[src/rtl/xpt_phase_sequencer.sv]
// Steps the decoder chain through active-low one-hot execution phases per instruction.
// Optional stall counter built when XPT_STALL_COUNT_EN is defined.
module xpt_phase_sequencer #(
  parameter int NUM_PHASES = 4,
  parameter int PHASE_W    = 2
) (
  input  logic                  Clk,
  input  logic                  Reset,
  input  logic                  Run,
  input  logic                  Stall,
  input  logic                  InstrValid,
  input  logic                  EndOfInstr,
  input  logic                  notChainEnd,
  output logic                  FetchReq,
  output logic                  not_decodingIn,
  output logic [NUM_PHASES-1:0] notXPT,
  output logic [PHASE_W-1:0]    Phase,
  output logic                  Busy,
  output logic                  InstrRetired,
  output logic                  IllegalOp,
  output logic [15:0]           StallCycles
);

  typedef enum logic [1:0] {
    IDLE,
    FETCH,
    EXEC,
    TRAP
  } state_t;

  localparam logic [PHASE_W-1:0] LAST = PHASE_W'(NUM_PHASES - 1);

  state_t             state;
  state_t             nxt_state;
  logic [PHASE_W-1:0] nxt_phase;
  logic               claim_miss;

  // An unclaimed opcode traps, so it must never count as a retire.
  assign claim_miss   = (Phase == '0) && !notChainEnd;
  assign InstrRetired = (state == EXEC) && !Stall
                        && EndOfInstr && !claim_miss;

  always_comb begin
    nxt_state = state;
    nxt_phase = Phase;
    if (!Stall) begin
      unique case (state)
        IDLE: begin
          if (Run) nxt_state = FETCH;
        end
        FETCH: begin
          if (InstrValid) begin
            nxt_state = EXEC;
            nxt_phase = '0;
          end
        end
        EXEC: begin
          if (claim_miss) begin
            nxt_state = TRAP;
            nxt_phase = '0;
          end else if (EndOfInstr) begin
            nxt_state = Run ? FETCH : IDLE;
            nxt_phase = '0;
          end else if (Phase == LAST) begin
            nxt_state = TRAP;
            nxt_phase = '0;
          end else begin
            nxt_phase = Phase + PHASE_W'(1);
          end
        end
        TRAP: begin
          nxt_state = TRAP;
          nxt_phase = '0;
        end
      endcase
    end
  end

  always_ff @(posedge Clk) begin
    if (Reset) begin
      state          <= IDLE;
      Phase          <= '0;
      FetchReq       <= 1'b0;
      not_decodingIn <= 1'b1;
      notXPT         <= '1;
      Busy           <= 1'b0;
      IllegalOp      <= 1'b0;
    end else begin
      state          <= nxt_state;
      Phase          <= nxt_phase;
      FetchReq       <= (nxt_state == FETCH);
      not_decodingIn <= (nxt_state != EXEC);
      notXPT         <= (nxt_state == EXEC)
                        ? ~(NUM_PHASES'(1) << nxt_phase)
                        : '1;
      Busy           <= (nxt_state == FETCH) || (nxt_state == EXEC);
      IllegalOp      <= (nxt_state == TRAP);
    end
  end

`ifdef XPT_STALL_COUNT_EN
  always_ff @(posedge Clk) begin
    if (Reset) begin
      StallCycles <= '0;
    end else if (Stall && Busy && (StallCycles != 16'hFFFF)) begin
      StallCycles <= StallCycles + 16'd1;
    end
  end
`else
  assign StallCycles = 16'h0000;
`endif

endmodule
[config.mk]
export PLATFORM = sky130hd
export DESIGN_NAME = xpt_phase_sequencer
export DESIGN_NICKNAME = d
export VERILOG_FILES = /design/src/rtl/xpt_phase_sequencer.sv
export SDC_FILE = /design/constraint.sdc
export NUM_CORES = 1
export LEC_CHECK = 0
export ABC_AREA = 1
export CELL_PAD_IN_SITES_DETAIL_PLACEMENT = 1
export CELL_PAD_IN_SITES_GLOBAL_PLACEMENT = 1
export CORE_UTILIZATION = 28
export CTS_CLUSTER_SIZE = 25
export DETAILED_ROUTE_END_ITERATION = 16
export PLACE_DENSITY = 0.86
export RECOVER_POWER = 25
export SYNTH_ARGS = -nofsm -noshare
export SYNTH_HDL_FRONTEND = slang
export SYNTH_SLANG_ARGS = --single-unit
[constraint.sdc]
create_clock -name Clk -period 3.2 [get_ports Clk]
set_input_delay 0.64 -clock Clk [delete_from_list [all_inputs] [get_ports Clk]]
set_output_delay 0.64 -clock Clk [all_outputs]
set_load 0.01 [all_outputs]
==> impl_results.md, run 1 <==
- Clock-pin transition on the worst setup and hold timing paths: about 0.07 ns
- Core outline area: about 2300 µm²
- Non-Filler Instances: 141
- Area used by sequential logic in the layout: 240 µm²
- P&R area growth vs syn: 24.3%
- Data required time of the critical path: roughly 2.6 ns
- Total setup buffers inserted after CTS: 0
- Effective utilization at floorplan: between 30% and 40%
- Worst hold path cell count: 3
- Final wirelength: between 1 and 1.5 mm
- Vias/cell: 3.99
- Number of distinct library cell variants in the gate-level netlist after synthesis: 16
- TritonRoute pass-1 iters: 3
- CP startpoint kind: input pin
- Num Clock Sinks: 12
- Share of synthesized area occupied by flip-flops and latches: a little over a third
- Final critical delay including setup and external delays: 2.83 ns
- CTS tree: yes
- Number of levels the H-tree was split into: 1
- Hold slack: roughly 0.64 ns
- Die Ht: 51.4 µm
- I/O pin count: 34
- Area of the multi-input gates: 302 µm²
- CP Buf/Inv Count: 4
- Final GP Congestion: between 0.7 and 0.8
- Final worst-path cycle share: 88.5%
- Slowest stage cell on the critical path: sky130_fd_sc_hd__clkdlybuf4s50_1
- Average footprint of a synthesized cell: approximately 7.3 µm²
- DRC violation count after routing: 0
- Port-buffer cells: 17
- Site Rows: 17
- Sum of net half-perimeters after detailed placement: between 1 and 1.5 mm
- Setup repair after global routing missed its margin: no
- Max-cap viol count: 0
- Number of hold-slack violations in the final timing report: 0
- Final layout net count: approximately 130
- Top library cells by usage in the layout, fill and taps aside: 19 x sky130_fd_sc_hd__nand2_1, 17 x sky130_fd_sc_hd__inv_1, 16 x sky130_fd_sc_hd__conb_1
- Bufs on Longest Clock Path: 2
- Antenna diode count: 0
- CP arrival: about 2.2 ns
- Overall track demand over capacity in global routing: between 10 and 15%
- Number of gates resized after cts: 0
- Vias in the first global route: slightly below 600
- Power Density: 394 nW/µm²
- Antenna violations before repair: 0
- Classification of the worst setup path: in -> out
- Worst min path class: reg -> reg
- Outcome: finished, final reports clean
- Fmax achieved: roughly 0.35 GHz
- Clock Latency Late Sink: ~0.27 ns
- Most common cell after layout, fill and taps aside: sky130_fd_sc_hd__nand2_1
- CTS root buffer: sky130_fd_sc_hd__clkbuf_4
- Leakage dissipation: between 0.4 and 0.5 nW
- Gate count of the mapped netlist: 94
- Hold-fix buffers, CTS: 0
- IR Drop Worst-Case VDD: 0.144 mV
- Remaining Overflow, GRT: 0
- Fraction of layout instances using a drive strength above 1: between 8 and 9%
- Number of endpoints failing setup at the final stage: 0
- R2R cell count: 13
- Yosys synthesis warning count: 0
- Critical path endpoint category: primary output
- TNS Setup: 0 ns
- Maximum number of pins on one net before global-route repair: 9
- Crit path cell chain: clkdlybuf4s50_1 -> inv_1 -> a21oi_1 -> nand4_1 -> inv_1 -> clkdlybuf4s50_1
- Maximum fanout count along the critical path: 4
- Post-Syn Area: 684 µm²
- Cts bufs inserted: 3
- Placed instance count: ~140
- Largest incremental delay on the critical path: 0.52 ns
- Avg WL per Cell: ~9.5 µm
- Logic depth of the worst path, buffers included: 6
- Wire length of the first global-routing pass: 2.24 mm
- Final slew viol count: 0
- Number of synthesized register bits: 12
- Floorplan die width: approximately 50 µm
- DRC violation total after the first TritonRoute iteration: 8
- Die Footprint: approximately 2600 µm²
- Kind of cell adding the most delay to the critical path: buffers and inverters
- Worst-case register-to-register setup slack: 1.18 ns
- Count of nets left with antenna violations after detail routing: 0
- Fin Clk Skew: around 0.0013 ns
- Number of fillers in the final layout: between 200 and 300
- Via count of the routed design: 562
[cell usage after synthesis]
library cell / count / area (µm²)
sky130_fd_sc_hd__a21oi_1: 1 / 5.00
sky130_fd_sc_hd__nor2_2: 4 / 25.0
sky130_fd_sc_hd__o21ai_1: 1 / 5.00
sky130_fd_sc_hd__buf_4: 16 / 120
sky130_fd_sc_hd__a21oi_2: 1 / 8.76
sky130_fd_sc_hd__dfxtp_1: 12 / 240
sky130_fd_sc_hd__ha_1: 5 / 62.6
sky130_fd_sc_hd__conb_1: 1 / 3.75
sky130_fd_sc_hd__buf_2: 1 / 5.00
sky130_fd_sc_hd__inv_1: 17 / 63.8
sky130_fd_sc_hd__inv_2: 1 / 3.75
sky130_fd_sc_hd__nand4_1: 1 / 6.26
sky130_fd_sc_hd__nor2_1: 8 / 30.0
sky130_fd_sc_hd__nand2_1: 18 / 67.6
sky130_fd_sc_hd__nand3_1: 5 / 25.0
sky130_fd_sc_hd__nand2_2: 2 / 12.5
[routing by layer]
layer  global-route usage, %  wire (µm)  vias to the layer above
li1                        -          -                      279
met3                    2.08         93                        0
met5                       0          0                        -
met2                    20.8        695                       22
met4                    5.41          0                        0
met1                    12.3        546                      261
[report_power, final]
part	switching [mW]	internal, mW	total, mW
combinational	0.0344	0.0227	0.0572
clock	0.0503	0.0691	0.119
sequential	0.00345	0.155	0.159
[through the flow]
stage | total power [mW] | area [µm²] | util, % | setup slack, ns
4_1_cts | 0.342 | 857 | 38.0 | 0.470
3_5_place_dp | 0.220 | 821 | 36.4 | 0.481
3_3_place_gp | 0.218 | 821 | 36.4 | 0.541
2_1_floorplan | 0.211 | 741 | - | 1.48
5_1_grt | 0.357 | 851 | 37.7 | 0.248
6_report | 0.335 | 851 | 37.7 | 0.369
[final cells by class]
cell class	count	share of cell area, %
Clock buffer	4	4.26
Inverter	18	7.94
Multi-Input combinational cell	62	35.4
Sequential cell	12	28.2
Tap cell	28	4.12
Timing Repair Buffer	17	20.0
[logic make-up (layout without fill, tap and decap cells)]
logic type	Yosys count	after routing	share of synthesized area [%]
simple gates	38	38	24.3
flops	12	12	35.1
compound gates	3	3	2.74
buf+inv	35	39	28.2
fa+ha+maj	5	5	9.14
other cells	1	16	0.548
[worst reg2reg max path: stages, from the launching register on]
cell and delay [ns]:
sky130_fd_sc_hd__dfxtp_1 0.38, sky130_fd_sc_hd__inv_1 0.07, sky130_fd_sc_hd__ha_1 0.19, sky130_fd_sc_hd__a21oi_1 0.31, sky130_fd_sc_hd__nand2_1 0.10, sky130_fd_sc_hd__nand2_1 0.08, sky130_fd_sc_hd__nand2_1 0.05, sky130_fd_sc_hd__nand2_1 0.10
sky130_fd_sc_hd__ha_1 0.16, sky130_fd_sc_hd__inv_1 0.04, sky130_fd_sc_hd__nor2_1 0.17, sky130_fd_sc_hd__inv_1 0.10, sky130_fd_sc_hd__nor2_2 0.12, sky130_fd_sc_hd__nand2_1 0.05
[worst paths after layout]
| kind | start | end |
|---|---|---|
| worst max-delay path | notChainEnd | InstrRetired |
| worst min-delay path | Phase[0]$_SDFF_PP0_ | notXPT[2]$_SDFF_PP1_ |
| worst max register to register | Phase[0]$_SDFF_PP0_ | notXPT[3]$_SDFF_PP1_ |
| worst min register to register | Phase[0]$_SDFF_PP0_ | notXPT[2]$_SDFF_PP1_ |
[sequential cells by signal, summed over array words and instances, names as in the netlist]
name / flops
state: 2
notXPT: 4
IllegalOp: 1
FetchReq: 1
Busy: 1
Phase: 2
not_decodingIn: 1
Note: power is estimated with default switching activity, not from simulation.
==> run 2: changes to the inputs <==
Clock period 3.2 ns to 3.3 ns, I/O delays scaled along.
==> impl_results.md, run 2 (synthesis gave the netlist of run 1 again) <==
- Power Density: 382 nW/µm² (was 394 nW/µm²)
- Vias/cell: 3.99 (unchanged)
- Fraction of layout instances using a drive strength above 1: 8.85% (unchanged)
- DRC violation total after the first TritonRoute iteration: 8 (unchanged)
- Site Rows: 17 (unchanged)
- Cell Int Power: 0.240 mW (was 0.247 mW)
- Area of placed instances: 821 µm² (unchanged)
- Outcome: finished, final reports clean (unchanged)
- Classification of the worst setup path: in -> out (unchanged)
- Data required time of the critical path: 2.64 ns (was 2.56 ns)
- Antenna violations before repair: 0 (unchanged)
- Clock Latency Late Sink: 0.27 ns (about the same)
- Setup repair after global routing missed its margin: no (unchanged)
- CTS root buffer: sky130_fd_sc_hd__clkbuf_4 (unchanged)
- Fin Clk Skew: 0.00129 ns (unchanged)
- Post-route cell area: 851 µm² (unchanged)
- Fmax achieved: 0.340 GHz
- Placed instance count: 137 (unchanged)
- I/O pin count: 34 (unchanged)
- Number of gates resized after cts: 0 (unchanged)
- Flip-flop count of the largest register, all copies and words added: 4 (unchanged)
- Net switching share of the total power: 26.3% (about the same)
- Switching component of the power: 0.0855 mW (was 0.0881 mW)
- Maximum number of pins on one net before global-route repair: 9 (unchanged)
- CP arrival: 2.28 ns (was 2.19 ns)
- DRC violation count after routing: 0 (unchanged)
- Final wirelength: 1.34 mm (unchanged)
- Remaining Overflow, GRT: 0 (unchanged)
- Cts bufs inserted: 3 (unchanged)
- Number of endpoints failing setup at the final stage: 0 (unchanged)
- Non-Filler Instances: 141 (unchanged)
- Most common cell after layout, fill and taps aside: sky130_fd_sc_hd__nand2_1 (unchanged)
- Total power after layout: 0.325 mW (was 0.335 mW)
- Vias in the first global route: 578 (unchanged)
- Crit path cell chain: dlygate4sd3_1 -> inv_1 -> a21oi_1 -> nand4_1 -> inv_1 -> clkdlybuf4s50_1 (was clkdlybuf4s50_1 -> inv_1 -> a21oi_1 -> nand4_1 -> inv_1 -> clkdlybuf4s50_1)
- Final critical delay including setup and external delays: roughly 2.9 ns
- Die Footprint: 2650 µm² (unchanged)
- Final core occ: 37.7% (unchanged)
- Die Ht: 51.4 µm (unchanged)
- Clock Power Share: 35.6% (about the same)
- Slowest stage cell on the critical path: sky130_fd_sc_hd__dlygate4sd3_1 (was sky130_fd_sc_hd__clkdlybuf4s50_1)
- Total setup buffers inserted after CTS: 0 (unchanged)
- Number of hold-slack violations in the final timing report: 0 (unchanged)
- Final slew viol count: 0 (unchanged)
- Largest incremental delay on the critical path: 0.52 ns (about the same)
- Final layout net count: 126 (unchanged)
- Share of power burned in registers: 47.4% (about the same)
- Hold-fix buffers, CTS: 0 (unchanged)
- Num Clock Sinks: 12 (unchanged)
- Bufs on Longest Clock Path: 2 (unchanged)
- Clock-pin transition on the worst setup and hold timing paths: 0.07 ns (about the same)
- Leakage dissipation: 0.420 nW (about the same)
- Worst min path class: reg -> reg (unchanged)
- Antenna diode count: 0 (unchanged)
- Final worst-path cycle share: between 80 and 90%
- Avg WL per Cell: 9.47 µm (unchanged)
- Gate power share: 17.0% (about the same)
- Top library cells by usage in the layout, fill and taps aside: 19 x sky130_fd_sc_hd__nand2_1, 17 x sky130_fd_sc_hd__inv_1, 16 x sky130_fd_sc_hd__conb_1 (unchanged)
- Sum of net half-perimeters after detailed placement: 1.12 mm (unchanged)
- Wire length of the first global-routing pass: 2.24 mm (unchanged)
- TritonRoute pass-1 iters: 3 (unchanged)
- Number of fillers in the final layout: 299 (unchanged)
- P&R area growth vs syn: 24.3% (unchanged)
- Regs by FF count: notXPT (4), Phase (2), state (2) (unchanged)
- Maximum fanout count along the critical path: 4 (unchanged)
- Floorplan die width: 51.4 µm (unchanged)
- Port-buffer cells: 17 (unchanged)
- Via count of the routed design: 562 (unchanged)
- Effective utilization at floorplan: 30.4% (unchanged)
- Max-cap viol count: 0 (unchanged)
- Count of nets left with antenna violations after detail routing: 0 (unchanged)
- Critical path endpoint category: primary output (unchanged)
- Number of levels the H-tree was split into: 1 (unchanged)
- Final GP Congestion: 0.737 (unchanged)
- IR Drop Worst-Case VDD: 0.140 mV (was 0.144 mV)
- CP startpoint kind: input pin (unchanged)
- Top reg by flops: notXPT (unchanged)
- Core outline area: 2250 µm² (unchanged)
- Worst path most repeated cell: sky130_fd_sc_hd__inv_1
- CTS tree: yes (unchanged)
- TNS Setup: 0 ns (unchanged)
- Overall track demand over capacity in global routing: 11.3% (unchanged)
[run 2: cell count changes in the layout (fill, tap and decap cells not counted)]
cell                              previous run  this run
sky130_fd_sc_hd__dlygate4sd3_1               2         3
sky130_fd_sc_hd__clkdlybuf4s50_1            15        14
[run 2: cell type report]
| cell class | instances | area [µm²] | area share [%] |
|---|---|---|---|
| flip-flops and latches | 12 | 240 | 28.2 |
| multi-input cells | 62 | 302 | 35.4 |
| repair buffers | 17 | 170 | 20.0 |
| well taps | 28 | 35.0 | 4.12 |
| clock buffers | 4 | 36.3 | 4.26 |
| inverters | 18 | 67.6 | 7.94 |
[run 2: per-layer routing]
metal	track usage, %	up-vias	wire (µm)
met2	20.8	22	695
li1	-	279	-
met4	5.41	0	0
met5	0	-	0
met1	12.3	261	546
met3	2.08	0	93
[run 2: power by group through the flow]
| stage | Sequential [mW] | Clock, mW | Combinational (mW) |
|---|---|---|---|
| floorplan | 0.159 | 0 | 0.0451 |
| global placement | 0.158 | 0 | 0.0535 |
| detailed placement | 0.158 | 0 | 0.0559 |
| CTS | 0.154 | 0.121 | 0.0563 |
| global route | 0.155 | 0.129 | 0.0626 |
| finish | 0.154 | 0.116 | 0.0552 |
[run 2: critical path, delay by kind of cell]
kind / cells / cell delay [ns]
and+or+nand+nor: 1 / 0.17
buffers and inverters: 4 / 1.16
AOI/OAI and AO/OA: 1 / 0.28
[run 2: path summary, 6_finish.rpt]
path | start | end | slack (ns) | cells after the start
max | notChainEnd | InstrRetired | 0.36 | 6
min | Phase[0]$_SDFF_PP0_ | notXPT[2]$_SDFF_PP1_ | 0.64 | 3
max reg2reg | Phase[0]$_SDFF_PP0_ | notXPT[3]$_SDFF_PP1_ | 1.28 | 13
min reg2reg | Phase[0]$_SDFF_PP0_ | notXPT[2]$_SDFF_PP1_ | 0.64 | 3
[run 2: stage by stage]
step | hold slack (ns) | setup slack [ns]
after floorplan | 0.572 | 1.57
after global placement | 0.567 | 0.601
after detailed placement | 0.603 | 0.541
after CTS | 0.620 | 0.530
after global routing | 0.688 | 0.236
final | 0.640 | 0.357
